### config.mk
export PLATFORM = sky130hd
export DESIGN_NAME = sc_crashctrl
export DESIGN_NICKNAME = d
export VERILOG_FILES = /design/src/rtl/sc_crashctrl_pkg.sv /design/src/rtl/sc_crashctrl_blinktimer.sv /design/src/rtl/sc_crashctrl.sv
export SDC_FILE = /design/constraint.sdc
export NUM_CORES = 1
export LEC_CHECK = 0
export CAP_MARGIN = 20
export CORE_MARGIN = 10
export CORE_UTILIZATION = 46
export DETAILED_ROUTE_END_ITERATION = 10
export GPL_TIMING_DRIVEN = 0
export PLACE_DENSITY = 0.72
export SYNTH_ARGS = -nofsm -noshare
export SYNTH_HDL_FRONTEND = slang
export SYNTH_SLANG_ARGS = --single-unit
### constraint.sdc
create_clock -name SC_CRASHCTRL_CLOCK_50 -period 1.52 [get_ports SC_CRASHCTRL_CLOCK_50]
set_clock_uncertainty 0.1 [all_clocks]
set_input_delay 0.304 -clock SC_CRASHCTRL_CLOCK_50 [delete_from_list [all_inputs] [get_ports SC_CRASHCTRL_CLOCK_50]]
set_output_delay 0.304 -clock SC_CRASHCTRL_CLOCK_50 [all_outputs]
set_load 0.1 [all_outputs]
### src/rtl/sc_crashctrl_pkg.sv
// Shared definitions for the crash/round controller and the top level that
// wires the point/background registers.
//   state_t            : FSM state encoding (3 bits)
//   SC_*_DEF           : default parameter values
package sc_crashctrl_pkg;

  typedef enum logic [2:0] {
    ST_IDLE     = 3'd0,
    ST_CLEAR    = 3'd1,
    ST_LOAD     = 3'd2,
    ST_RUN      = 3'd3,
    ST_BLINK    = 3'd4,
    ST_GAMEOVER = 3'd5
  } state_t;

  localparam int unsigned SC_LIVES_INIT_DEF   = 3;
  localparam int unsigned SC_LIVES_W_DEF      = 3;
  localparam int unsigned SC_BLINK_TICKS_DEF  = 4;
  localparam int unsigned SC_BLINK_CYCLES_DEF = 3;

endpackage

### src/rtl/sc_crashctrl_blinktimer.sv
// sc_blinktimer: tick counter plus phase counter used to pace the crash blink.
//   i_clk        system clock
//   i_rst_n      synchronous active-low reset
//   i_clear      restart at tick 0 / phase 0 (wins over i_enable)
//   i_enable     count one tick
//   o_phase_lsb  LSB of the current phase (0 = even phase)
//   o_done       one-cycle flag after the last tick of the last phase
module sc_blinktimer #(
  parameter int unsigned BLINK_TICKS  = sc_crashctrl_pkg::SC_BLINK_TICKS_DEF,
  parameter int unsigned BLINK_CYCLES = sc_crashctrl_pkg::SC_BLINK_CYCLES_DEF
) (
  input  logic i_clk,
  input  logic i_rst_n,
  input  logic i_clear,
  input  logic i_enable,
  output logic o_phase_lsb,
  output logic o_done
);

  localparam int unsigned TK_W = (BLINK_TICKS > 1) ? $clog2(BLINK_TICKS) : 1;
  localparam int unsigned PH_W = $clog2(2 * BLINK_CYCLES);
  localparam logic [TK_W-1:0] TK_LAST = TK_W'(BLINK_TICKS - 1);
  localparam logic [PH_W-1:0] PH_LAST = PH_W'(2 * BLINK_CYCLES - 1);

  logic [TK_W-1:0] r_tick_cnt;
  logic [PH_W-1:0] r_phase;
  logic            r_done;

  always_ff @(posedge i_clk) begin
    if (!i_rst_n || i_clear) begin
      r_tick_cnt <= '0;
      r_phase    <= '0;
      r_done     <= 1'b0;
    end else begin
      r_done <= 1'b0;
      if (i_enable) begin
        if (r_tick_cnt == TK_LAST) begin
          r_tick_cnt <= '0;
          // Phase holds at the last (odd) value on completion so the display
          // stays shown during the single exit cycle.
          if (r_phase == PH_LAST) begin
            r_done <= 1'b1;
          end else begin
            r_phase <= r_phase + PH_W'(1);
          end
        end else begin
          r_tick_cnt <= r_tick_cnt + TK_W'(1);
        end
      end
    end
  end

  assign o_phase_lsb = r_phase[0];
  assign o_done      = r_done;

endmodule

### src/rtl/sc_crashctrl.sv
// sc_crashctrl: game-round controller downstream of the crash detector.
// Sequences clear/load/run of the point and background registers, freezes
// play and blinks the display on a collision, counts lives and enters game
// over when they run out.
//   SC_CRASHCTRL_CLOCK_50      system clock
//   SC_CRASHCTRL_RESET_InLow   synchronous active-low reset
//   SC_CRASHCTRL_Crash_InLow   collision flag, 0 = collision (used in RUN only)
//   SC_CRASHCTRL_Start_InLow   start button, 0 = pressed (falling edge = event)
//   SC_CRASHCTRL_Tick_In       game-step pulse (used in BLINK only)
//   SC_CRASHCTRL_Clear_Out     one-cycle clear of point/background registers
//   SC_CRASHCTRL_Load_Out      one-cycle load of initial patterns
//   SC_CRASHCTRL_Run_Out       shift enable
//   SC_CRASHCTRL_Blank_Out     display blank request
//   SC_CRASHCTRL_GameOver_Out  game-over indicator
//   SC_CRASHCTRL_Lives_Out     remaining lives
module sc_crashctrl
  import sc_crashctrl_pkg::*;
#(
  parameter int unsigned LIVES_INIT   = SC_LIVES_INIT_DEF,
  parameter int unsigned LIVES_W      = SC_LIVES_W_DEF,
  parameter int unsigned BLINK_TICKS  = SC_BLINK_TICKS_DEF,
  parameter int unsigned BLINK_CYCLES = SC_BLINK_CYCLES_DEF
) (
  input  logic               SC_CRASHCTRL_CLOCK_50,
  input  logic               SC_CRASHCTRL_RESET_InLow,
  input  logic               SC_CRASHCTRL_Crash_InLow,
  input  logic               SC_CRASHCTRL_Start_InLow,
  input  logic               SC_CRASHCTRL_Tick_In,
  output logic               SC_CRASHCTRL_Clear_Out,
  output logic               SC_CRASHCTRL_Load_Out,
  output logic               SC_CRASHCTRL_Run_Out,
  output logic               SC_CRASHCTRL_Blank_Out,
  output logic               SC_CRASHCTRL_GameOver_Out,
  output logic [LIVES_W-1:0] SC_CRASHCTRL_Lives_Out
);

  localparam logic [LIVES_W-1:0] LIVES_LOAD = LIVES_W'(LIVES_INIT);

  state_t             r_state;
  state_t             w_state_nxt;
  logic               r_start_prev;
  logic [LIVES_W-1:0] r_lives;
  logic               r_clear;
  logic               r_load;
  logic               r_run;
  logic               r_in_blink;
  logic               r_gameover;

  logic w_start_evt;
  logic w_crash_hit;
  logic w_blink_en;
  logic w_phase_lsb;
  logic w_done;

  assign w_start_evt = r_start_prev & ~SC_CRASHCTRL_Start_InLow;
  assign w_crash_hit = (r_state == ST_RUN) & ~SC_CRASHCTRL_Crash_InLow;
  // Ticks arriving in the exit cycle are dropped; a crash-cycle tick is lost
  // because the timer clear wins over enable.
  assign w_blink_en  = (r_state == ST_BLINK) & SC_CRASHCTRL_Tick_In & ~w_done;

  sc_blinktimer #(
    .BLINK_TICKS  (BLINK_TICKS),
    .BLINK_CYCLES (BLINK_CYCLES)
  ) u_blinktimer (
    .i_clk       (SC_CRASHCTRL_CLOCK_50),
    .i_rst_n     (SC_CRASHCTRL_RESET_InLow),
    .i_clear     (w_crash_hit),
    .i_enable    (w_blink_en),
    .o_phase_lsb (w_phase_lsb),
    .o_done      (w_done)
  );

  always_comb begin
    w_state_nxt = r_state;
    unique case (r_state)
      ST_IDLE:     if (w_start_evt) w_state_nxt = ST_CLEAR;
      ST_CLEAR:    w_state_nxt = ST_LOAD;
      ST_LOAD:     w_state_nxt = ST_RUN;
      ST_RUN:      if (w_crash_hit) w_state_nxt = ST_BLINK;
      ST_BLINK:    if (w_done) w_state_nxt = (r_lives == '0) ? ST_GAMEOVER : ST_CLEAR;
      ST_GAMEOVER: if (w_start_evt) w_state_nxt = ST_CLEAR;
      default:     w_state_nxt = ST_IDLE;
    endcase
  end

  always_ff @(posedge SC_CRASHCTRL_CLOCK_50) begin
    if (!SC_CRASHCTRL_RESET_InLow) begin
      r_state      <= ST_IDLE;
      r_start_prev <= 1'b1;
      r_lives      <= LIVES_LOAD;
      r_clear      <= 1'b0;
      r_load       <= 1'b0;
      r_run        <= 1'b0;
      r_in_blink   <= 1'b0;
      r_gameover   <= 1'b0;
    end else begin
      r_state      <= w_state_nxt;
      r_start_prev <= SC_CRASHCTRL_Start_InLow;
      r_clear      <= (w_state_nxt == ST_CLEAR);
      r_load       <= (w_state_nxt == ST_LOAD);
      r_run        <= (w_state_nxt == ST_RUN);
      r_in_blink   <= (w_state_nxt == ST_BLINK);
      r_gameover   <= (w_state_nxt == ST_GAMEOVER);
      if (((r_state == ST_IDLE) || (r_state == ST_GAMEOVER)) && w_start_evt) begin
        r_lives <= LIVES_LOAD;
      end else if (w_crash_hit && (r_lives != '0)) begin
        r_lives <= r_lives - LIVES_W'(1);
      end
    end
  end

  assign SC_CRASHCTRL_Clear_Out    = r_clear;
  assign SC_CRASHCTRL_Load_Out     = r_load;
  assign SC_CRASHCTRL_Run_Out      = r_run;
  // Both terms are flops: in-blink flag and the timer's phase LSB change on
  // the same edge, so blank follows the phase without an extra cycle.
  assign SC_CRASHCTRL_Blank_Out    = r_in_blink & ~w_phase_lsb;
  assign SC_CRASHCTRL_GameOver_Out = r_gameover;
  assign SC_CRASHCTRL_Lives_Out    = r_lives;

endmodule

==> results of run 1 <==
==> power by group through the flow <==
stage / combinational, mW / clock (mW) / sequential [mW]
finish: 0.227 / 0.244 / 0.495
global route: 0.241 / 0.283 / 0.498
CTS: 0.189 / 0.251 / 0.492
detailed placement: 0.195 / 0 / 0.503
global placement: 0.193 / 0 / 0.503
floorplan: 0.0883 / 0 / 0.563
==> per-layer routing <==
layer / part of all wire (%) / global-route usage, % / routed length (um)
met1: 47 / 11.7 / 935
met5: 0 / 0 / 0
met3: 3.8 / 3.31 / 75
met4: 2.8 / 6.56 / 55
met2: 47 / 13.8 / 932
==> cells in the mapped netlist <==
| cell type | instances | area [um2] |
|---|---|---|
| a21oi_1 | 3 | 15.0 |
| inv_1 | 6 | 22.5 |
| or3b_4 | 1 | 11.3 |
| a211oi_2 | 1 | 12.5 |
| ha_1 | 5 | 62.6 |
| nor4_2 | 1 | 12.5 |
| nor3_1 | 4 | 20.0 |
| nor4_1 | 1 | 6.26 |
| nand2b_1 | 3 | 18.8 |
| and3_1 | 1 | 6.26 |
| a31oi_1 | 4 | 25.0 |
| xnor2_1 | 4 | 35.0 |
| nor3b_1 | 1 | 7.51 |
| o21ai_0 | 2 | 10.0 |
| nand3_1 | 3 | 15.0 |
| nor2_1 | 6 | 22.5 |
| o211ai_1 | 1 | 7.51 |
| a211oi_4 | 1 | 20.0 |
| buf_4 | 1 | 7.51 |
| nand2_1 | 6 | 22.5 |
| nor2_2 | 1 | 6.26 |
| and4bb_2 | 1 | 12.5 |
| and2_1 | 2 | 12.5 |
| or3_1 | 1 | 6.26 |
| nor3b_2 | 2 | 25.0 |
| and3b_1 | 1 | 8.76 |
| nor2b_1 | 3 | 18.8 |
| nand3b_1 | 3 | 22.5 |
| o31ai_1 | 1 | 7.51 |
| or4b_4 | 1 | 13.8 |
| dfxtp_1 | 18 | 360 |
| mux2i_1 | 1 | 10.0 |
| a21oi_2 | 1 | 8.76 |
| buf_2 | 2 | 10.0 |
| or3b_1 | 1 | 8.76 |
==> state kept, by name (all words and copies together) (netlist names) <==
signal	cells
SC_CRASHCTRL_Run_Out	1
r_in_blink	1
u_blinktimer.r_phase	3
SC_CRASHCTRL_Load_Out	1
r_state	3
SC_CRASHCTRL_Lives_Out	3
SC_CRASHCTRL_GameOver_Out	1
u_blinktimer.o_done	1
r_start_prev	1
SC_CRASHCTRL_Clear_Out	1
u_blinktimer.r_tick_cnt	2
==> kinds of logic after synthesis <==
| family | count (synthesis) | synth area share [%] |
|---|---|---|
| adder cells (fa/ha/maj) | 5 | 7.01 |
| AND/OR/NAND/NOR | 43 | 31.1 |
| flip-flops | 18 | 40.4 |
| multiplexers | 1 | 1.12 |
| buffers and inverters | 9 | 4.49 |
| XOR/XNOR | 4 | 3.93 |
| AO/OA/AOI/OAI | 14 | 11.9 |
==> repair_timing <==
item,4_1_cts,5_1_grt
setup endpoints to repair,11,13
pin swaps,1,18
buffers inserted,0,10
endpoints found under the hold margin,0,0
resized for setup,44,22
gates cloned,0,0
hold buffers,0,0
==> worst min-delay path, delay by kind of cell, from the launching register on <==
family,cells,cell delay [ns]
DFF,1,0.34
and+or+nand+nor,1,0.08
AOI/OAI and AO/OA,1,0.05
==> final cells by class <==
| cell class | instances | share of cell area (%) |
|---|---|---|
| buffer | 3 | 2.80 |
| clock buffer | 3 | 1.87 |
| clock inverter | 1 | 0.312 |
| inverter | 6 | 1.87 |
| multi-input combinational | 67 | 45.3 |
| sequential | 18 | 30.9 |
| tap | 25 | 2.60 |
| timing repair buffer | 22 | 14.3 |
==> worst paths after layout <==
check                             startpoint                          to  cells past startpoint
setup / recovery                  r_state[2]     u_blinktimer.r_phase[0]                      4
hold / removal    u_blinktimer.r_tick_cnt[0]  u_blinktimer.r_tick_cnt[0]                      2
setup reg to reg                  r_state[2]     u_blinktimer.r_phase[0]                      4
hold reg to reg   u_blinktimer.r_tick_cnt[0]  u_blinktimer.r_tick_cnt[0]                      2
==> metrics.md, run 1 <==
| Metric | Value |
|---|---|
| Unique masters post-synth | 35 |
| Synth Instances | 94 |
| Outcome | finished with violations |
| Placement Setup Slack | -0.483 ns |
| Initial Util | ~50% |
| First-pass GRT wire length | 3140 um |
| Synth Cell Area | between 800 and 900 um2 |
| CP max stage cell | or3b_4 |
| Register-to-register setup slack | -0.01 ns |
| Layout overhead on the synthesized area | 35.1% |
| Synth Warn # | 0 |
| Pre-antenna DRT Iters | 4 |
| Leakage | 0.482 nW |
| PD cells | 802 nW/um2 |
| Post-layout util | between 60% and 70% |
| Routability cong. | 0.830 |
| Drt wl/cell | 13.8 um |
| Clk slew on worst S/H paths | 0.10 ns |
| Placed cell count | around 130 |
| Number of global-route vias before repair | 659 |
| Worst-margin pin slew | 0.491 ns |
| Final setup fails | 3 |
| Row count | 15 |
| Synthesized Nets | 104 |
| Die area | 4100 um2 |
| CTS buffer count | 3 |
| Final Power | 0.966 mW |
| WP data required | 1.62 ns |
| Max-cap violations | 0 |
| DR iter-0 viols | 20 |
| Gr ovfl total | 0 |
| Fin. max-slew vios | 0 |
| Design Area, Final | 1200 um2 |
| Tcrit/Tclk final | 101% |
| Die H | 64.0 um |
| Int Pwr | 0.668 mW |
| DR DRC count | 0 |
| Total number of vias | 747 |
| Syn avg cell area | 9.49 um2 |
| Initial antenna violation count | 0 |
| Root buffer cell | clkbuf_4 |
| Sw frac | 30.9% |
| Antenna fix cells | 0 |
| Clk pwr share | 25.2% |
| Min cycle time layout | around 1.5 ns |
| Most common cell after layout, fill and taps aside | dfxtp_1 |
| Layout cell share with drive strength beyond 1 | between 40% and 50% |
| Finished Layout Cells | 145 |
| Crit-path cells | or3b_4 -> a211oi_4 -> xnor2_1 -> nor2_2 |
| Setup CP Type | register to register |
| FMAX | roughly 0.65 GHz |
| Max stage delay on crit path | 0.45 ns |
| I/O pins | 13 |
| Multi-input combinational cell area | ~550 um2 |
| Worst-case clock buffer depth | 2 |
| Fillers | about 140 |
| Hold Vio Cnt, Final | 0 |
| Register area share after synthesis | 40.4% |
| Min-Delay Path Class | register to register |
| Die width | 64.0 um |
| VDD IR-drop max | 0.608 mV |
| Nets | 131 |
| DR vias/cell | ~5.2 |
| CP Launch Type | register |
| H-tree depth | 1 |
| Area post-placement | roughly 1100 um2 |
| Most frequent cells in the layout | 12 x dfxtp_1, 9 x buf_4, 6 x nor2_1, 6 x nand2_1, 6 x clkbuf_4 |
| Register Area | 373 um2 |
| Comb pwr share | 23.5% |
| Core area | 1780 um2 |
| Setup crit end kind | register |
| Final WS setup | -0.0102 ns |
| RSZ-0062 raised after global routing | yes |
| Setup Total Neg Slack | -0.0228 ns |
| Hpwl dp | ~1400 um |
| TritonCTS Sinks | 18 |
| Sw power | 0.298 mW |
| Final hold slack | a little over 0.4 ns |
| Crit-path leading delay family | simple AND/OR/NAND/NOR gates |
| Crit-path max FO | 4 |
| Routed Antenna Nets | 0 |
| Largest net degree at the start of global routing | 11 |
| TritonCTS clock tree | yes |
| Worst-skew pair later-pin latency | 0.29 ns |
| Crit path DAT | 1.63 ns |
| Port Buffer Count | 12 |
| Sequential fraction of design power | 51.2% |
| Violated checks | setup timing |
| Register bit total from synthesis | 18 |
| WP buf/inv | 0 |
| Total wire length | between 1500 and 2000 um |
| GRT Util Overall | 9.61% |
| Worst slew margin | 67.5% |
Note: power is estimated with default switching activity, not from simulation.
==> run 2: changes to the inputs <==
--- a/config.mk
+++ b/config.mk
@@ -6,11 +6,15 @@
 export NUM_CORES = 1
 export LEC_CHECK = 0
 export CAP_MARGIN = 20
+export CELL_PAD_IN_SITES_DETAIL_PLACEMENT = 1
+export CELL_PAD_IN_SITES_GLOBAL_PLACEMENT = 1
 export CORE_MARGIN = 10
-export CORE_UTILIZATION = 46
+export CORE_UTILIZATION = 36
+export CTS_CLUSTER_SIZE = 24
 export DETAILED_ROUTE_END_ITERATION = 10
 export GPL_TIMING_DRIVEN = 0
-export PLACE_DENSITY = 0.72
+export PLACE_DENSITY_LB_ADDON = 0.1
+export SETUP_SLACK_MARGIN = 0.4
 export SYNTH_ARGS = -nofsm -noshare
 export SYNTH_HDL_FRONTEND = slang
 export SYNTH_SLANG_ARGS = --single-unit
==> metrics.md, run 2 (synthesized netlist as in run 1, its figures left out) <==
| Metric | Value |
|---|---|
| FMAX | 0.619 GHz (-5.2%) |
| VDD IR-drop max | 0.579 mV (-4.7%) |
| Row count | 17 (+2) |
| Most common cell after layout, fill and taps aside | buf_4 |
| Clk slew on worst S/H paths | 0.12 ns (+0.02 ns) |
| Outcome | finished with violations |
| Violated checks | setup timing |
| Register Area | 383 um2 (+2.7%) |
| Gr ovfl total | 0 (unchanged) |
| Fin. max-slew vios | 0 (unchanged) |
| Port Buffer Count | 12 (unchanged) |
| Setup crit end kind | register |
| Final WS setup | -0.0948 ns (-0.0846 ns) |
| Final setup fails | 4 (+1) |
| Min cycle time layout | 1.61 ns (+0.0846 ns) |
| H-tree depth | 1 (unchanged) |
| Worst-case clock buffer depth | 2 (unchanged) |
| WP data required | 1.62 ns (about the same) |
| Total number of vias | 824 (+10%) |
| TritonCTS clock tree | yes |
| Area post-placement | 1130 um2 (+6.5%) |
| TritonCTS Sinks | 18 (unchanged) |
| Largest net degree at the start of global routing | 11 (unchanged) |
| Initial Util | 39.2% (-11 points) |
| Initial antenna violation count | 1 (+1) |
| Total wire length | 3380 um (+69%) |
| Drt wl/cell | 22.2 um (+61%) |
| CP Launch Type | register |
| Fillers | 225 (+60%) |
| GRT Util Overall | 11.7% (+2.1 points) |
| Die width | 69.8 um (+9.0%) |
| DR DRC count | 0 (unchanged) |
| Min-Delay Path Class | input port to register |
| Setup CP Type | register to register |
| Final hold slack | 0.201 ns (-0.205 ns) |
| Die area | 4870 um2 (+19%) |
| Pre-antenna DRT Iters | 4 (unchanged) |
| Most frequent cells in the layout | 10 x buf_4, 9 x dfxtp_2, 8 x buf_12 |
| Tcrit/Tclk final | 106% (+5.6 points) |
| Crit-path max FO | 4 (unchanged) |
| Max stage delay on crit path | 0.44 ns (about the same) |
| Met2 GRT Util | 21.9% (+8.1 points) |
| Worst-margin pin slew | 0.399 ns (-0.0921 ns) |
| Number of global-route vias before repair | 933 (+42%) |
| DR vias/cell | 5.42 (+5.2%) |
| Worst-skew pair later-pin latency | 0.30 ns (about the same) |
| Max-cap violations | 0 (unchanged) |
| GRT met3 Usage | 3.14% (-0.17 points) |
| Root buffer cell | clkbuf_4 |
| Global Route met1 Usage | 10.8% (-0.93 points) |
| Layout cell share with drive strength beyond 1 | 62.6% (+22 points) |
| Post-layout util | 66.4% (-1.2 points) |
| Layout overhead on the synthesized area | 69.3% |
| Die H | 69.8 um (+9.0%) |
| Design Area, Final | 1510 um2 (+25%) |
| Routed Antenna Nets | 0 (unchanged) |
| Worst slew margin | 73.1% (+5.6 points) |
| Placement Setup Slack | -0.465 ns (+0.0175 ns) |
| DR iter-0 viols | 33 (+65%) |
| RSZ-0062 raised after global routing | yes |
| Crit path DAT | 1.72 ns (+0.09 ns) |
| CP max stage cell | or3b_4 |
| First-pass GRT wire length | 4600 um (+47%) |
| CTS buffer count | 3 (unchanged) |
| Crit-path cells | or3b_4 -> nor3b_4 -> mux2i_1 -> nor2_1 |
| I/O pins | 13 (unchanged) |
| GR peak layer | met2 |
| Routability cong. | 0.726 (-13%) |
| Leakage | 0.594 nW (+23%) |
| Nets | 134 (+2.3%) |
| PD cells | 768 nW/um2 (-4.2%) |
| Multi-input combinational cell area | 683 um2 (+25%) |
| Hold Vio Cnt, Final | 0 (unchanged) |
| Hpwl dp | 1600 um (+17%) |
| Core area | 2280 um2 (+28%) |
| Final Power | 1.16 mW (+20%) |
[run 2: per-stage QoR]
step,setup TNS (ns),std cells
after global placement,-5.50,134
after floorplan,0,94
after global routing,-0.624,152
after detailed placement,-5.96,134
final,-0.176,152
after CTS,0,147
[run 2: critical path: cells and delay by family (launching register included)]
| kind | cells | cell delay [ns] |
|---|---|---|
| and+or+nand+nor | 3 | 0.75 |
| DFF | 1 | 0.38 |
| muxes | 1 | 0.28 |
[run 2: power by group]
group,total [mW],internal [mW],switching [mW],leakage [nW]
Sequential,0.504,0.488,0.0158,0.151
Combinational,0.341,0.149,0.192,0.423
Clock,0.316,0.146,0.170,0.0210
[run 2: final cells by class]
type | count | share of cell area [%]
well taps | 28 | 2.32
plain buffers | 3 | 2.24
clock buffers | 4 | 2.40
diodes | 1 | 0.166
repair buffers | 25 | 20.5
multi-input cells | 67 | 45.2
inverters | 6 | 1.82
flip-flops and latches | 18 | 25.4
[run 2: repair_timing]
action / 4_1_cts / 5_1_grt
pin swaps: 14 / 6
buffers inserted: 8 / 4
gates resized for setup: 90 / 20
endpoints found under the setup margin: 25 / 25
gates cloned: 1 / 0
hold buffers: 0 / 0
[run 2: final timing paths]
check                                   from                    endpoint  slack [ns]  cells after the start
setup / recovery                  r_state[2]  u_blinktimer.r_tick_cnt[1]       -0.09                      4
hold / removal      SC_CRASHCTRL_Start_InLow                r_start_prev        0.20                      2
setup reg to reg                  r_state[2]  u_blinktimer.r_tick_cnt[1]       -0.09                      4
hold reg to reg   u_blinktimer.r_tick_cnt[0]  u_blinktimer.r_tick_cnt[0]        0.41                      2
[run 2: metal layers]
metal / vias to the layer above / part of all wire (%)
met3: 2 / 3.0
met4: 0 / 0.27
li1: 391 / -
met1: 420 / 38
met2: 11 / 58
met5: - / 0
